### config.mk
export PLATFORM = sky130hd
export DESIGN_NAME = fetch_exec_flat
export DESIGN_NICKNAME = d
export VERILOG_FILES = /design/src/rtl/fetch_exec_if.sv /design/src/rtl/fetch_exec.sv /design/src/flat_wrapper.sv
export SDC_FILE = /design/constraint.sdc
export NUM_CORES = 1
export LEC_CHECK = 0
export BUFFER_PORTS_ARGS = -buffer_cell sky130_fd_sc_hd__buf_2
export CORE_UTILIZATION = 45
export CTS_BUF_LIST = sky130_fd_sc_hd__clkbuf_2 sky130_fd_sc_hd__clkbuf_4 sky130_fd_sc_hd__clkbuf_8
export DETAILED_ROUTE_END_ITERATION = 6
export GPL_TIMING_DRIVEN = 0
export PLACE_DENSITY = 0.65
export SYNTH_ARGS = -nofsm -noshare
export SYNTH_HDL_FRONTEND = slang
export SYNTH_SLANG_ARGS = --single-unit
### constraint.sdc
create_clock -name clk -period 3.9 [get_ports clk]
set_input_delay 0.195 -clock clk [delete_from_list [all_inputs] [get_ports clk]]
set_output_delay 0.195 -clock clk [all_outputs]
set_load 0.02 [all_outputs]
### src/rtl/fetch_exec_if.sv
// fetch_exec_if: ROM fetch bus between the fetch/execute controller (master)
// and the instruction ROM (slave). The ROM returns instr_in one cycle after
// it samples rom_addr with rom_enable high.
interface fetch_exec_if #(
  parameter int unsigned ADDR_W  = 3,
  parameter int unsigned INSTR_W = 25
);
  logic [ADDR_W-1:0]  rom_addr;
  logic               rom_enable;
  logic [INSTR_W-1:0] instr_in;

  modport master (output rom_addr, output rom_enable, input instr_in);
  modport slave  (input rom_addr, input rom_enable, output instr_in);
endinterface

### src/rtl/fetch_exec.sv
// fetch_exec: fetch/decode/execute controller sitting behind the instruction ROM.
// Runs the program from address 0 up to PROG_LEN-1 or a halt opcode, three cycles
// per instruction, on an 8 x DATA_W register file.
// Optional: define FETCH_EXEC_FLAGS_EN to add zero/carry flag outputs.
module fetch_exec #(
  parameter int unsigned DATA_W   = 16,
  parameter int unsigned ADDR_W   = 3,
  parameter int unsigned PROG_LEN = 8
) (
  input  logic              clk,
  input  logic              rst,
  fetch_exec_if.master      rom,
  input  logic              i_start,
  output logic              o_running,
  output logic              o_halted,
  output logic              o_retired,
  input  logic [2:0]        i_dbg_sel,
  output logic [DATA_W-1:0] o_dbg_data,
`ifdef FETCH_EXEC_FLAGS_EN
  output logic              o_flag_z,
  output logic              o_flag_c,
`endif
  output logic [DATA_W-1:0] o_r7_out
);

  localparam int unsigned INSTR_W = DATA_W + 9;
  localparam logic [ADDR_W-1:0] LAST_PC = ADDR_W'(PROG_LEN - 1);

  localparam logic [2:0] OpLoad = 3'b000;
  localparam logic [2:0] OpMov  = 3'b001;
  localparam logic [2:0] OpAdd  = 3'b010;
  localparam logic [2:0] OpXor  = 3'b011;
  localparam logic [2:0] OpHalt = 3'b111;

  typedef enum logic [2:0] {StIdle, StFetch, StDecode, StExec, StDone} state_e;

  state_e              r_state;
  logic [ADDR_W-1:0]   r_pc;
  logic [INSTR_W-1:0]  r_ir;
  logic [DATA_W-1:0]   r_regs [8];
  logic                r_rom_en;
  logic                r_running;
  logic                r_halted;
  logic                r_retired;

  logic [2:0]          w_op;
  logic [2:0]          w_rd;
  logic [2:0]          w_rs;
  logic [DATA_W-1:0]   w_imm;
  logic [DATA_W-1:0]   w_rd_val;
  logic [DATA_W-1:0]   w_rs_val;
  logic [DATA_W-1:0]   w_sum;
  logic [DATA_W-1:0]   w_xor;

  assign w_op     = r_ir[INSTR_W-1 -: 3];
  assign w_rd     = r_ir[INSTR_W-4 -: 3];
  assign w_rs     = r_ir[INSTR_W-7 -: 3];
  assign w_imm    = r_ir[DATA_W-1:0];
  assign w_rd_val = r_regs[w_rd];
  assign w_rs_val = r_regs[w_rs];
  assign w_xor    = w_rd_val ^ w_rs_val;

`ifdef FETCH_EXEC_FLAGS_EN
  logic [DATA_W:0] w_sum_ext;
  logic            r_flag_z;
  logic            r_flag_c;

  assign w_sum_ext = {1'b0, w_rd_val} + {1'b0, w_rs_val};
  assign w_sum     = w_sum_ext[DATA_W-1:0];
  assign o_flag_z  = r_flag_z;
  assign o_flag_c  = r_flag_c;

  // Flags update only on add/xor write-back; start leaves them alone.
  always_ff @(posedge clk) begin
    if (rst) begin
      r_flag_z <= 1'b0;
      r_flag_c <= 1'b0;
    end else if (r_state == StExec) begin
      if (w_op == OpAdd) begin
        r_flag_c <= w_sum_ext[DATA_W];
        r_flag_z <= (w_sum == '0);
      end else if (w_op == OpXor) begin
        r_flag_c <= 1'b0;
        r_flag_z <= (w_xor == '0);
      end
    end
  end
`else
  assign w_sum = w_rd_val + w_rs_val;
`endif

  assign rom.rom_addr   = r_pc;
  assign rom.rom_enable = r_rom_en;
  assign o_running      = r_running;
  assign o_halted       = r_halted;
  assign o_retired      = r_retired;
  assign o_dbg_data     = r_regs[i_dbg_sel];
  assign o_r7_out       = r_regs[7];

  // Sequencer FSM with registered status outputs and register-file write-back.
  always_ff @(posedge clk) begin
    if (rst) begin
      r_state   <= StIdle;
      r_pc      <= '0;
      r_ir      <= '0;
      r_rom_en  <= 1'b0;
      r_running <= 1'b0;
      r_halted  <= 1'b0;
      r_retired <= 1'b0;
      for (int i = 0; i < 8; i++) begin
        r_regs[i] <= '0;
      end
    end else begin
      unique case (r_state)
        StIdle, StDone: begin
          if (i_start) begin
            r_state   <= StFetch;
            r_pc      <= '0;
            r_rom_en  <= 1'b1;
            r_running <= 1'b1;
            r_halted  <= 1'b0;
          end
        end
        StFetch: begin
          r_state  <= StDecode;
          r_rom_en <= 1'b0;
        end
        StDecode: begin
          r_ir      <= rom.instr_in;
          r_state   <= StExec;
          r_retired <= 1'b1;
        end
        StExec: begin
          r_retired <= 1'b0;
          case (w_op)
            OpLoad:  r_regs[w_rd] <= w_imm;
            OpMov:   r_regs[w_rd] <= w_rs_val;
            OpAdd:   r_regs[w_rd] <= w_sum;
            OpXor:   r_regs[w_rd] <= w_xor;
            default: ;
          endcase
          // pc parks on the last executed address once the program ends.
          if (w_op == OpHalt || r_pc == LAST_PC) begin
            r_state   <= StDone;
            r_running <= 1'b0;
            r_halted  <= 1'b1;
          end else begin
            r_state  <= StFetch;
            r_pc     <= r_pc + ADDR_W'(1);
            r_rom_en <= 1'b1;
          end
        end
        default: r_state <= StIdle;
      endcase
    end
  end

endmodule

### src/flat_wrapper.sv
// flat-port wrapper written by rule: the top's interface ports become plain ports
module fetch_exec_flat 
#(
  parameter int unsigned DATA_W   = 16,
  parameter int unsigned ADDR_W   = 3,
  parameter int unsigned PROG_LEN = 8
)
  (clk, rst, i_start, o_running, o_halted, o_retired, i_dbg_sel, o_dbg_data, o_r7_out, rom_rom_addr, rom_rom_enable, rom_instr_in);
  fetch_exec_if #(.ADDR_W(ADDR_W), .INSTR_W(25)) rom_i ();
  input  logic clk;
  input  logic rst;
  input  logic i_start;
  output logic o_running;
  output logic o_halted;
  output logic o_retired;
  input  logic [2:0] i_dbg_sel;
  output logic [DATA_W-1:0] o_dbg_data;
  output logic [DATA_W-1:0] o_r7_out;
  output wire logic [$bits(rom_i.rom_addr)-1:0] rom_rom_addr;
  output wire logic [$bits(rom_i.rom_enable)-1:0] rom_rom_enable;
  input wire logic [$bits(rom_i.instr_in)-1:0] rom_instr_in;
  assign rom_rom_addr = rom_i.rom_addr;
  assign rom_rom_enable = rom_i.rom_enable;
  assign rom_i.instr_in = rom_instr_in;
  fetch_exec #(.DATA_W(DATA_W), .ADDR_W(ADDR_W), .PROG_LEN(PROG_LEN)) u_core (.clk(clk), .rst(rst), .rom(rom_i), .i_start(i_start), .o_running(o_running), .o_halted(o_halted), .o_retired(o_retired), .i_dbg_sel(i_dbg_sel), .o_dbg_data(o_dbg_data), .o_r7_out(o_r7_out));
endmodule
# Word-level counts from Yosys, hierarchy flattened
# Memory sizes are Yosys's and may differ from the RTL's. A register that Yosys moved wholly into a read port is not among the register bits.
# Cells that the tools add are included.
dict set report totals {
  register_bits 35
  mem_bits_rw 128
  input_bits 31
  output_inout_bits 39
  elab_cells 80
  memories 1
}
# memory words word_bits rd rd_clocked_by_memory_dff write_ports line
set memory_table {}
lappend memory_table {u_core.r_regs 8 16 4 2 8 fetch_exec.sv:40} ;# logic [DATA_W-1:0] r_regs [8];
dict set report classes {
  add_sub_neg 2
  n_eq_ne 12
  muxes 43
  bitwise 4
  reduce_logical 11
}
# operator count
set op_table {}
lappend op_table {{$mux W16} 4}
lappend op_table {{$mux W3} 9}
lappend op_table {{$mux W1} 24}
lappend op_table {{$add A16 B16 Y16} 1}
lappend op_table {{$reduce_or A16 Y1} 1}
lappend op_table {{$xor A16 B16 Y16} 1}
lappend op_table {{$eq A3 B2 Y1 const B} 4}
lappend op_table {{$pmux W3 S4} 1}
lappend op_table {{$eq A3 B3 Y1 const B} 3}
lappend op_table {{$reduce_and A3 Y1} 3}
lappend op_table {{$eq A3 B1 Y1 const B} 2}
lappend op_table {{$logic_not A3 Y1} 2}
lappend op_table {{$pmux W1 S2} 3}
lappend op_table {{$pmux W3 S2} 1}
lappend op_table {{$ne A2 B2 Y1 const B} 2}
lappend op_table {{$reduce_bool A2 Y1} 2}
lappend op_table {{$add A3 B1 Y3 const B} 1}
lappend op_table {{$or A1 B1 Y1} 3}
lappend op_table {{$pmux W1 S3} 1}
lappend op_table {{$reduce_bool A3 Y1} 1}
lappend op_table {{$ne A2 B1 Y1 const B} 1}
lappend op_table {{$reduce_or A2 Y1} 1}
lappend op_table {{$logic_or A1 B1 Y1} 1}

# Depth between registers and ports, before layout
dict set report depth {
  depth_word 10
  depth_mapped 15
  mapped_depth_nobuf 13
}

# Worst setup path after synthesis
# Ideal clock, no wire load.
dict set report synth_timing {
  kind {register -> register}
  start {register (tool-made name)}
  end {memory u_core.r_regs[1][15] (data pin)}
  setup_ns 0.266
  arrival_ns 3.680
  t_required_ns 3.634
  setup_slack_ns -0.046
  path_stages_with_launch 14
  n_path_buf 2
  period_less_slack_ns 3.946
  path_cell_list {dfxtp_1 > clkbuf_1 > buf_1 > mux4_2 > mux2_2 > ha_1 > a21oi_1 > a21boi_1 > a21bo_2 > a221oi_1 > o21ai_0 > nand3b_1 > o211a_2 > nor2_1}
}
# element line
set synth_lines {}
lappend synth_lines {{to (decl)} fetch_exec.sv:40}

==> impl_metrics.ini <==
[final_layout]
antenna_cells = 0
final_cells = 1194
fin_nets = 955
fin_util_pct = 53.6
layout-drive-gt1-share_pct = 31.3
nFillCells = 1814
syn_to_final_growth_pct = 15.2

[synthesis]
syn_inst = 797
synth_area_leaders = edfxtp_1 39%, mux4_2 22%, dfxtp_1 8.3%, nor2_1 5.6%, mux2_2 5.1%
synth.most_common_cell = nor2_1
yosys.area.top_type = edfxtp_1
synth-edff-count = 128
synth_top_area_share_pct = 38.7
async_flop_share_pct = 0
yosys-top-cells-count = 147 x nor2_1, 128 x edfxtp_1, 96 x mux4_2, 78 x nand2_1, 54 x a21oi_1
yosysWarnings = 0
synth_seq_area_share_pct = 47.0
synth_area_um2 = 9930
yosysUniqueCellTypes = 61
syn_area_per_cell_um2 = 12.5
synthFlopType = edfxtp_1
syn_nets = 846
synth_seq_cells = 169

[hold_path]
hold_depth = 3
hp-class = in2reg
min_from = rom_instr_in[19]

[floorplan]
start_util_pct = 46.5
rows = 53
die_y_um = 151
core_um2 = 21400
die_area_um2 = 22700
ioPinCount = 70
die_w_um = 151

[critical_path]
end_kind = register
startpoint_type = register
r2r_slack_ns = 0.13
regToRegEndpoint = u_core.r_regs[6][7]
cp.required_ns = 4.10
cp.arrival_ns = 3.98
rr_worst_depth = 14
critPathMaxFanout = 10
worstSetupPathType = reg2reg

[global_route]
grt-ovfl-total = 0
grt_pass1_wl_um = 42500
grt_pass1_vias = 7067
grt_max_degree = 17
antenna_found_initial = 0
track_usage_pct = 26.6

[placement]
gp_congestion = 0.884
portBuffers = 66
dp.cells = 1138
hpwl_um = 19800

[timing]
rsz0062_at_grt = false
fin_skew_ns = 0.0126
hold_violations = 0
max_freq_mhz = 265
final-setup-viol-count = 0
timing.hold.ws_ns = 0.00757
setup_tns_ns = 0
period_share_pct = 96.7
maxSlewHeadroom_pct = 19.9
tightest_slew_ns = 1.20
period_needed_ns = 3.77
slew_violations = 0

[drt]
wire_per_inst_um = 24.4
viasPerCell = 6.19
drtPass1Iterations = 5
drt-initial-drc-count = 840
wirelength_um = 29100
remaining_drc_errors = 0
vias = 7387
drtAntennaViolNets = 0

[cts]
cts_buffers = 17
cts_tree = done
h-tree-depth = 4
clk_pin_slew_ns = 0.10
clk_latency_ns = 0.47
clk_path_buf_depth = 2
cts.sinks = 169
cts-root-buf = clkbuf_8

[pwr]
peakVddDrop_v = 0.000196
p_leak_uw = 0.00391
power_per_cell_area_nw_per_um2 = 400

[status]
status = finished, final reports clean

[job]
drv_cap = 0
critical path, cell delays in order (launching register included):
cell and delay [ns]:
dfxtp_4 0.41, buf_12 0.17, buf_12 0.17, mux4_2 0.49, mux2_2 0.32, ha_1 0.33
a21o_1 0.15, nand2_1 0.06, o211ai_1 0.44, a21oi_1 0.13, o2bb2ai_1 0.19, xor2_1 0.13
a221oi_4 0.29, buf_12 0.17, nor2_1 0.05
worst max path at each step:
stage               startpoint                    to  cells after the start
finish                register   u_core.r_regs[6][7]                     14
global route          register   u_core.r_regs[5][7]                     14
CTS                   register  u_core.r_regs[1][15]                     11
detailed placement    register  u_core.r_regs[4][15]                     12
global placement      register  u_core.r_regs[3][15]                     12
floorplan             register  u_core.r_regs[1][15]                     12
through the flow:
step	cell area (um2)	worst slack, ns	total power (uW)
detailed placement	10600	-1.05	3190
floorplan	9930	0.0763	2890
finish	11400	0.128	4580
global route	11400	0.00986	4730
global placement	10600	-1.01	3180
CTS	11400	0.0220	4550
report_power, final:
part / internal, uW / total [uW] / switching (uW)
Combinational: 503 / 1150 / 644
Clock: 643 / 1330 / 687
Sequential: 2020 / 2100 / 81.5
Total: 3160 / 4580 / 1410
registers in the layout, indices dropped and copies added, names as in the netlist, named ones only:
signal and cells:
u_core.o_halted 1, u_core.o_retired 1, u_core.o_running 1, u_core.r_ir 25
u_core.r_regs 128, u_core.r_state 3, u_core.rom.rom_addr 3, u_core.rom.rom_enable 1
per-layer routing:
layer / vias up / track usage, % / part of all wire (%)
met5: - / 0 / 0
met4: 0 / 8.69 / 2.3
met3: 44 / 5.70 / 11
met2: 408 / 43.1 / 47
met1: 3688 / 35.6 / 39
li1: 3247 / - / -
cell usage in the layout (no fill, tap or decap), types with 11 or more instances in the layout:
cell           instances
nor2_1               147
edfxtp_1             128
mux4_2                96
nand2_1               78
buf_2                 68
a21oi_1               54
mux2_2                45
dfxtp_1               38
clkbuf_1              30
dlygate4sd3_1         23
clkbuf_8              19
ha_1                  17
nand3_1               12
nand2b_1              11
cells by family after synthesis:
group / Yosys count / synth area share, %
simple gates: 273 / 11.5
buf+inv: 66 / 2.73
xor+xnor: 10 / 0.882
mux: 146 / 27.4
compound gates: 115 / 8.21
flops: 169 / 47.0
fa+ha+maj: 18 / 2.34
layout make-up:
type	instances	area, um2	share of cell area [%]
Multi-Input combinational cell	562	5060	44.2
Tap cell	275	344	3.01
Buffer	52	305	2.67
Inverter	9	33.8	0.295
Timing Repair Buffer	95	618	5.40
Sequential cell	169	4670	40.8
Clock buffer	18	241	2.11
Clock inverter	14	170	1.49
repair_timing:
action                                  4_1_cts  5_1_grt
setup buffers                                 4        1
hold endpoints to repair                     27        0
cloned                                        1        0
endpoints found under the setup margin       96       86
resized for setup                            33       17
hold buffers                                 23        0
pin swaps                                     5        3
Note: power is estimated with default switching activity, not from simulation.
